File: config.mk
export PLATFORM = sky130hd
export DESIGN_NAME = call_stack_unit
export DESIGN_NICKNAME = d
export VERILOG_FILES = /design/src/rtl/cpu19_pkg.sv /design/src/rtl/call_stack_unit.sv
export SDC_FILE = /design/constraint.sdc
export NUM_CORES = 1
export LEC_CHECK = 0
export CORE_ASPECT_RATIO = 0.8
export CORE_MARGIN = 1
export CORE_UTILIZATION = 45
export CTS_CLUSTER_SIZE = 20
export DETAILED_ROUTE_END_ITERATION = 6
export PLACE_DENSITY = 0.62
export SETUP_SLACK_MARGIN = 0.4
export SLEW_MARGIN = 10
export SYNTH_ARGS = -nofsm -noshare
export SYNTH_HDL_FRONTEND = slang
export SYNTH_SLANG_ARGS = --single-unit
File: constraint.sdc
create_clock -name clk -period 4.4 [get_ports clk]
set_clock_uncertainty 0.2 [all_clocks]
set_input_delay 1.1 -clock clk [delete_from_list [all_inputs] [get_ports clk]]
set_output_delay 1.1 -clock clk [all_outputs]
set_load 0.1 [all_outputs]
File: src/rtl/cpu19_pkg.sv
`default_nettype none
// ============================================================================
// Module   : cpu19_pkg
// Purpose  : Shared constants for the 19-bit CPU family.
// Revision : 1.0 - initial release
// ============================================================================
package cpu19_pkg;

    localparam int WORD_W     = 19;
    localparam int OVF_REJECT = 0;
    localparam int OVF_WRAP   = 1;

endpackage : cpu19_pkg
`default_nettype wire

File: src/rtl/call_stack_unit.sv
`default_nettype none
// ============================================================================
// Module   : call_stack_unit
// Purpose  : Parametrised return-address stack with count, full/empty status,
//            sticky overflow/underflow flags and selectable overflow policy.
// Revision : 1.0 - initial release
// ============================================================================
module call_stack_unit
    import cpu19_pkg::*;
#(
    parameter int DATA_W   = WORD_W,
    parameter int DEPTH    = 16,
    parameter int OVF_MODE = OVF_REJECT
) (
    input  logic                       clk,
    input  logic                       rst,
    input  logic                       push,
    input  logic                       pop,
    input  logic [DATA_W-1:0]          push_data,
    input  logic                       err_clr,
    output logic [DATA_W-1:0]          top,
    output logic [$clog2(DEPTH+1)-1:0] count,
    output logic                       empty,
    output logic                       full,
    output logic                       overflow,
    output logic                       underflow
);

    localparam int c_PTR_W = $clog2(DEPTH);
    localparam int c_CNT_W = $clog2(DEPTH + 1);
    localparam logic [c_CNT_W-1:0] c_FULL_CNT = c_CNT_W'(DEPTH);
    localparam logic [c_PTR_W-1:0] c_PTR_ONE  = c_PTR_W'(1);

    generate
        if ((DEPTH < 2) || ((DEPTH & (DEPTH - 1)) != 0)) begin : g_bad_depth
            $error("call_stack_unit: DEPTH must be a power of two and >= 2");
        end
        if ((OVF_MODE != OVF_REJECT) && (OVF_MODE != OVF_WRAP)) begin : g_bad_mode
            $error("call_stack_unit: OVF_MODE must be 0 or 1");
        end
    endgenerate

    logic [DATA_W-1:0]  r_mem [DEPTH];
    logic [c_PTR_W-1:0] r_ptr;
    logic [c_CNT_W-1:0] r_count;
    logic               r_ovf;
    logic               r_udf;

    logic               w_empty;
    logic               w_full;
    logic [c_PTR_W-1:0] w_top_idx;
    logic               w_replace;
    logic               w_push_only;
    logic               w_pop_only;
    logic               w_push_wr;
    logic               w_ovf_set;
    logic               w_udf_set;

    assign w_empty   = (r_count == '0);
    assign w_full    = (r_count == c_FULL_CNT);
    // Pointer width equals log2(DEPTH), so subtraction wraps modulo DEPTH.
    assign w_top_idx = r_ptr - c_PTR_ONE;

    // A push paired with a pop on an empty stack behaves as a plain push.
    assign w_replace   = push && pop && !w_empty;
    assign w_push_only = push && !w_replace;
    assign w_pop_only  = pop && !push;
    assign w_push_wr   = w_push_only && (!w_full || (OVF_MODE == OVF_WRAP));
    assign w_ovf_set   = w_push_only && w_full;
    assign w_udf_set   = w_pop_only && w_empty;

    assign top       = w_empty ? '0 : r_mem[w_top_idx];
    assign count     = r_count;
    assign empty     = w_empty;
    assign full      = w_full;
    assign overflow  = r_ovf;
    assign underflow = r_udf;

    // Storage is deliberately left out of reset so it maps onto plain flops.
    always_ff @(posedge clk) begin
        if (rst) begin
            if (w_replace) begin
                r_mem[w_top_idx] <= push_data;
            end else if (w_push_wr) begin
                r_mem[r_ptr] <= push_data;
            end
        end
    end

    always_ff @(posedge clk) begin
        if (!rst) begin
            r_ptr   <= '0;
            r_count <= '0;
            r_ovf   <= 1'b0;
            r_udf   <= 1'b0;
        end else begin
            if (w_push_wr) begin
                r_ptr <= r_ptr + c_PTR_ONE;
                if (!w_full) begin
                    r_count <= r_count + c_CNT_W'(1);
                end
            end else if (w_pop_only && !w_empty) begin
                r_ptr   <= r_ptr - c_PTR_ONE;
                r_count <= r_count - c_CNT_W'(1);
            end
            r_ovf <= w_ovf_set || (r_ovf && !err_clr);
            r_udf <= w_udf_set || (r_udf && !err_clr);
        end
    end

endmodule : call_stack_unit
`default_nettype wire

==> run summary, run 1 <==
## Outcome
• **status** finished, final reports clean

## Global routing
• **overall global routing resource usage** 21.5%
• **pin count of the biggest net entering global routing** 39
• **antenna violations before repair** 0
• **global-route wire length before repair** 45200 um
• **GRT Residual Overflow** 0
• **number of global-route vias before repair** 6876

## Floorplanning
• **Chip Height** 153 um
• **DIE AREA** 29100 um2
• **Die Width** 190 um
• **initial cell density of the core** 46.3%
• **FP Rows** 54
• **I/O pin count** 52
• **Std-Cell Core Area** 27600 um2

## Drt
• **Detail Route met3 WL** 1400 um
• **routed vias** 6725
• **post-route antenna net violation count** 0
• **DRC violation count after routing** 0
• **total routed wire length on the met1 layer** 14000 um
• **highest layer used for signal routing** met4
• **DR pass1 iterations** 5
• **overall routed net length** 30700 um
• **DR WL/cell** 27.1 um
• **WL met2** 14500 um
• **number of DRC markers after the initial detailed-route iteration** 641
• **routed vias/inst** 5.93

## Clock network
• **TritonCTS clock tree** yes
• **maximum buffer depth of the clock tree** 3
• **insertion delay of the later-clocked pin in the worst-skew pair** 0.56 ns
• **Worst-path clk slew** 0.06 ns
• **CTS Buf Count** 31
• **buffer type at the clock tree root** clkbuf_16
• **clock net sink count** 315
• **H-tree depth reported by CTS** 1

## Logic synthesis
• **top_reg_cell synth** edfxtp_1
• **part of the Yosys area used for sequential elements** 73.2%
• **number of enable flip-flop cells after synthesis** 304
• **async set-reset flop share out of synthesis** 0%
• **synthesized net count** 670
• **synthesized flop and latch total** 315
• **synthesized instance count** 642
• **synthesized area** 12800 um2
• **number of unique standard cell types used by synthesis** 58
• **count of synthesis-stage warnings from yosys** 0
• **average cell area after synthesis** 19.9 um2

## Setup path
• **register-to-register setup slack** 1.13 ns
• **critical path class** flop to output pin
• **cell occurring most often along the worst timing path** buf_12
• **crit path DAT** 2.66 ns
• **cell type of the slowest stage on the worst timing path** dfxtp_4
• **maximum single-stage delay on the critical path** 0.39 ns
• **capturing element type of the critical path** output pin
• **crit-path max FO** 7
• **list of cells traversed by the critical path** clkinv_8, ha_4, buf_12, buf_12, mux4_2, nor2b_4, a211oi_4, a211oi_4, buf_12
• **Setup crit start kind** flop
• **launching point of the worst reg2reg path** r_ptr[1]
• **Crit path required time** 3.10 ns
• **launch point of the worst path** r_ptr[0]

## Placed design
• **placed wire-length estimate after detailed placement** 16700 um
• **I/O Buffers** 51
• **weighted congestion reported at the end of routability-driven placement** 0.814

## Layout
• **area added between synthesis and finish** 25.2%
• **share of post-route cells with drive strength above 1** 38.8%
• **number of inserted diodes** 0
• **count of filler cells inserted in the layout** 2028
• **Net count, final** 774

## STA
• **RSZ-0062 raised after global routing** true
• **number of slew-limit violations in the final report** 0
• **Period Utilization, post-route** 90.0%
• **minimum period implied by the final worst setup slack** 3.96 ns
• **Fin Setup TNS** 0 ns
• **transition at the pin with the smallest max-transition slack** 1.22 ns
• **remaining max-slew budget at the tightest pin** 18.6%
• **Final Hold Slack** 0.344 ns
• **highest achievable clock rate** 0.252 GHz
• **setup violators final** 0
• **final hold violation count** 0

## Hold path
• **hold path startpoint** underflow
• **Tightest Hold Check Type** flop to flop

## Job
• **max-cap violations** 0

## area by class of cell
class | instances | area [um2] | share of cell area (%)
Clock buffer | 32 | 779 | 4.87
Clock inverter | 25 | 178 | 1.11
Inverter | 6 | 35.0 | 0.219
Multi-Input combinational cell | 280 | 3750 | 23.4
Sequential cell | 315 | 9360 | 58.5
Tap cell | 364 | 455 | 2.85
Timing Repair Buffer | 112 | 1440 | 9.01
## cells in the mapped netlist (all sizes together), types with 3 or more instances
| cell | count | share of area [%] |
|---|---|---|
| edfxtp | 304 | 71 |
| mux4 | 76 | 13 |
| a211oi | 38 | 2.2 |
| nor2 | 24 | 0.71 |
| nor2b | 24 | 1.2 |
| buf | 22 | 1.0 |
| mux2i | 21 | 1.7 |
| clkbuf | 19 | 0.56 |
| dfxtp | 11 | 1.7 |
| o21ai | 11 | 0.49 |
| nand2 | 8 | 0.25 |
| and2 | 7 | 0.34 |
| nor3 | 7 | 0.31 |
| xnor2 | 7 | 0.48 |
| a21oi | 6 | 0.26 |
| nand3 | 6 | 0.24 |
| inv | 5 | 0.15 |
| and3 | 4 | 0.20 |
| ha | 4 | 0.39 |
| a32oi | 3 | 0.32 |
| o211a | 3 | 0.35 |
| o211ai | 3 | 0.32 |
| xor2 | 3 | 0.21 |
## cell usage in the layout, fill, tap and decap left out, types with 6 or more instances in the layout
master,n
nor3_1,6
clkinv_2,6
nor2b_1,23
nor2_1,8
mux4_2,76
edfxtp_1,304
nor2_2,15
nand2_1,7
buf_12,24
nand3_1,6
clkdlybuf4s50_1,30
and2_1,7
clkinv_1,14
o21ai_1,7
a211oi_4,21
clkbuf_16,34
a211oi_2,17
buf_4,43
mux2i_2,12
## critical path: cells and delay by family (launching register included)
family | cells | cell delay [ns]
buffers and inverters | 4 | 0.54
AO/OA/AOI/OAI | 2 | 0.42
flip-flops | 1 | 0.39
multiplexers | 1 | 0.29
adder cells (fa/ha/maj) | 1 | 0.28
AND/OR/NAND/NOR | 1 | 0.15
## timing repair
action | in CTS | in global routing
gates cloned | 6 | 3
hold buffers | 0 | 0
buffers inserted | 7 | 10
pin swaps | 15 | 15
endpoints found under the hold margin | 0 | 0
resized for setup | 38 | 16
setup endpoints to repair | 19 | 20
## metal layers
| layer | GRT usage, % | up-vias |
|---|---|---|
| met5 | 0 | - |
| met4 | 5.30 | 0 |
| met3 | 2.49 | 47 |
| met2 | 33.1 | 215 |
| met1 | 32.8 | 3612 |
| li1 | - | 2851 |
## flip-flops by register name, indices dropped and copies added, names as in the netlist
signal	count
count	5
overflow	1
r_mem	304
r_ptr	4
underflow	1
## per-stage QoR
stage	util (%)	setup WS (ns)	cells	area, um2
global route	58.0	0.383	1134	16000
finish	58.0	0.438	1134	16000
floorplan	-	0.423	642	13200
global placement	52.3	0.316	1051	14400
detailed placement	52.3	0.244	1051	14400
CTS	57.2	0.377	1121	15800
## worst paths after layout
path	end	cells after the start
max	top[0]	9
min	underflow	2
max reg2reg	r_mem[15][17]	7
min reg2reg	underflow	2
## kinds of logic (layout without fill, tap and decap cells)
group                    after synthesis  count (layout)  share of synthesized area [%]
flip-flops                           315             315                           73.2
adder cells (fa/ha/maj)                4               4                          0.392
AO/OA/AOI/OAI                         78              78                           5.04
XOR/XNOR                              10              10                          0.686
AND/OR/NAND/NOR                       91              91                           3.84
buffers and inverters                 47             175                           1.78
multiplexers                          97              97                           15.1
Power of run 1 is not shown: default switching activity piles up to over one toggle a cycle in this logic, so the estimate is an artifact.
==> run 2, diff against run 1 <==
- ABC_CLOCK_PERIOD_IN_PS: unset -> 4600
- clock period: 4.4 -> 4.6 ns (I/O delays scaled with it)
==> run 2 against run 1 <==
Setup slack improved by 0.030 ns. Wire length fell by 7.4%. Sequential share of layout area rose by 1.2 points. Non-clock buffer count fell by 17. Count of clock-buffer cells in the layout rose by 3. Global-route usage fell by 1.7 points. Critical path type unchanged. Critical path depth fell by 1. Design area fell by 2.0%. First-iteration DRC count fell by 8.7%. Utilization fell by 1.2 points. Final cell count fell by 1.4%. Via count fell by 3.1%.
==> run summary, run 2 (synthesized netlist as in run 1, its figures left out) <==
## Outcome
• **status** finished, final reports clean

## Placed design
• **I/O Buffers** 51
• **placed wire-length estimate after detailed placement** 17100 um
• **weighted congestion reported at the end of routability-driven placement** 0.845

## Layout
• **count of filler cells inserted in the layout** 2051
• **flip-flop count of the largest register after layout** 304
• **share of post-route cells with drive strength above 1** 36.9%
• **Net count, final** 757
• **most flop-heavy register** r_mem
• **number of inserted diodes** 0
• **register area** 9360 um2
• **area taken by multi-input logic gates** 3630 um2
• **most used cells in the layout excluding fill and tap cells** edfxtp_1 (304), mux4_2 (76), buf_4 (35)
• **commonest non-fill, non-tap cell in the layout** edfxtp_1
• **area added between synthesis and finish** 22.7%

## Drt
• **routed vias** 6519
• **DRC violation count after routing** 0
• **DR pass1 iterations** 5
• **number of DRC markers after the initial detailed-route iteration** 585
• **routed vias/inst** 5.83
• **post-route antenna net violation count** 0
• **DR WL/cell** 25.4 um
• **overall routed net length** 28400 um

## STA
• **transition at the pin with the smallest max-transition slack** 0.999 ns
• **setup violators final** 0
• **Period Utilization, post-route** 89.8%
• **number of slew-limit violations in the final report** 0
• **Final Hold Slack** 0.312 ns
• **remaining max-slew budget at the tightest pin** 33.2%
• **final hold violation count** 0
• **RSZ-0062 raised after global routing** false
• **minimum period implied by the final worst setup slack** 4.13 ns
• **Fin Setup TNS** 0 ns
• **highest achievable clock rate** 0.242 GHz

## Global routing
• **number of global-route vias before repair** 6684
• **GRT Residual Overflow** 0
• **global-route wire length before repair** 42500 um
• **pin count of the biggest net entering global routing** 47
• **overall global routing resource usage** 19.8%
• **antenna violations before repair** 0

## Setup path
• **Crit path required time** 3.25 ns
• **cell occurring most often along the worst timing path** buf_12
• **capturing element type of the critical path** output pin
• **list of cells traversed by the critical path** inv_4, ha_4, buf_12, buf_4, mux4_2, a211oi_1, a211oi_4, buf_12
• **critical path class** flop to output pin
• **delay-heaviest family, CP** buffers and inverters
• **launching point of the worst reg2reg path** count[1]
• **Setup crit start kind** flop
• **crit-path max FO** 9
• **crit path DAT** 2.78 ns
• **launch point of the worst path** r_ptr[0]
• **crit path buf inv count** 4
• **maximum single-stage delay on the critical path** 0.46 ns
• **cell type of the slowest stage on the worst timing path** a211oi_1

## Clock network
• **clock net sink count** 315
• **CTS Buf Count** 31
• **maximum buffer depth of the clock tree** 3
• **Worst-path clk slew** 0.06 ns
• **buffer type at the clock tree root** clkbuf_16
• **H-tree depth reported by CTS** 1
• **insertion delay of the later-clocked pin in the worst-skew pair** 0.56 ns
• **TritonCTS clock tree** yes

## Floorplanning
• **Die Width** 190 um
• **initial cell density of the core** 46.3%
• **DIE AREA** 29100 um2
• **Chip Height** 153 um
• **I/O pin count** 52
• **FP Rows** 54
• **Std-Cell Core Area** 27600 um2

## Job
• **max-cap violations** 0

## Hold path
• **hold path startpoint** underflow
• **Tightest Hold Check Type** flop to flop

-- run 2: cell type report --
class / count / area share (%)
inverters: 6 / 0.160
flip-flops and latches: 315 / 59.7
multi-input cells: 280 / 23.2
clock buffers: 35 / 5.05
repair buffers: 95 / 7.61
well taps: 364 / 2.91
clock inverters: 23 / 1.39
-- run 2: routing by layer --
metal,track usage [%],vias up,share of wire (%)
li1,-,2810,-
met1,31.9,3481,47
met2,28.8,197,46
met3,2.81,31,5.7
met4,3.89,0,1.4
met5,0,-,0
-- run 2: what timing repair did --
item | 4_1_cts | 5_1_grt
hold buffers | 0 | 0
cloned | 1 | 2
pin swaps | 2 | 2
endpoints found under the setup margin | 19 | 19
setup buffers | 3 | 0
gates resized for setup | 17 | 16
-- run 2: per-stage QoR --
step	setup WS (ns)	utilization [%]	cell area (um2)	std cells
after detailed placement	0.531	52.2	14400	1054
after floorplan	0.403	-	13100	642
final	0.468	56.9	15700	1118
after global routing	0.403	56.9	15700	1118
after global placement	0.661	52.2	14400	1054
after CTS	0.381	56.4	15600	1116
-- run 2: tightest hold or removal path: cells and delay by family, from the launching register on --
family	cells	cell delay, ns
AO/OA/AOI/OAI	1	0.06
flip-flops	1	0.33
AND/OR/NAND/NOR	1	0.09
-- run 2: final timing paths --
path / end / slack [ns] / depth (start not counted)
max: top[13] / 0.47 / 8
min: underflow / 0.31 / 2
max reg2reg: count[4] / 1.45 / 9
min reg2reg: underflow / 0.31 / 2
Power of run 2 is left out for the same reason.
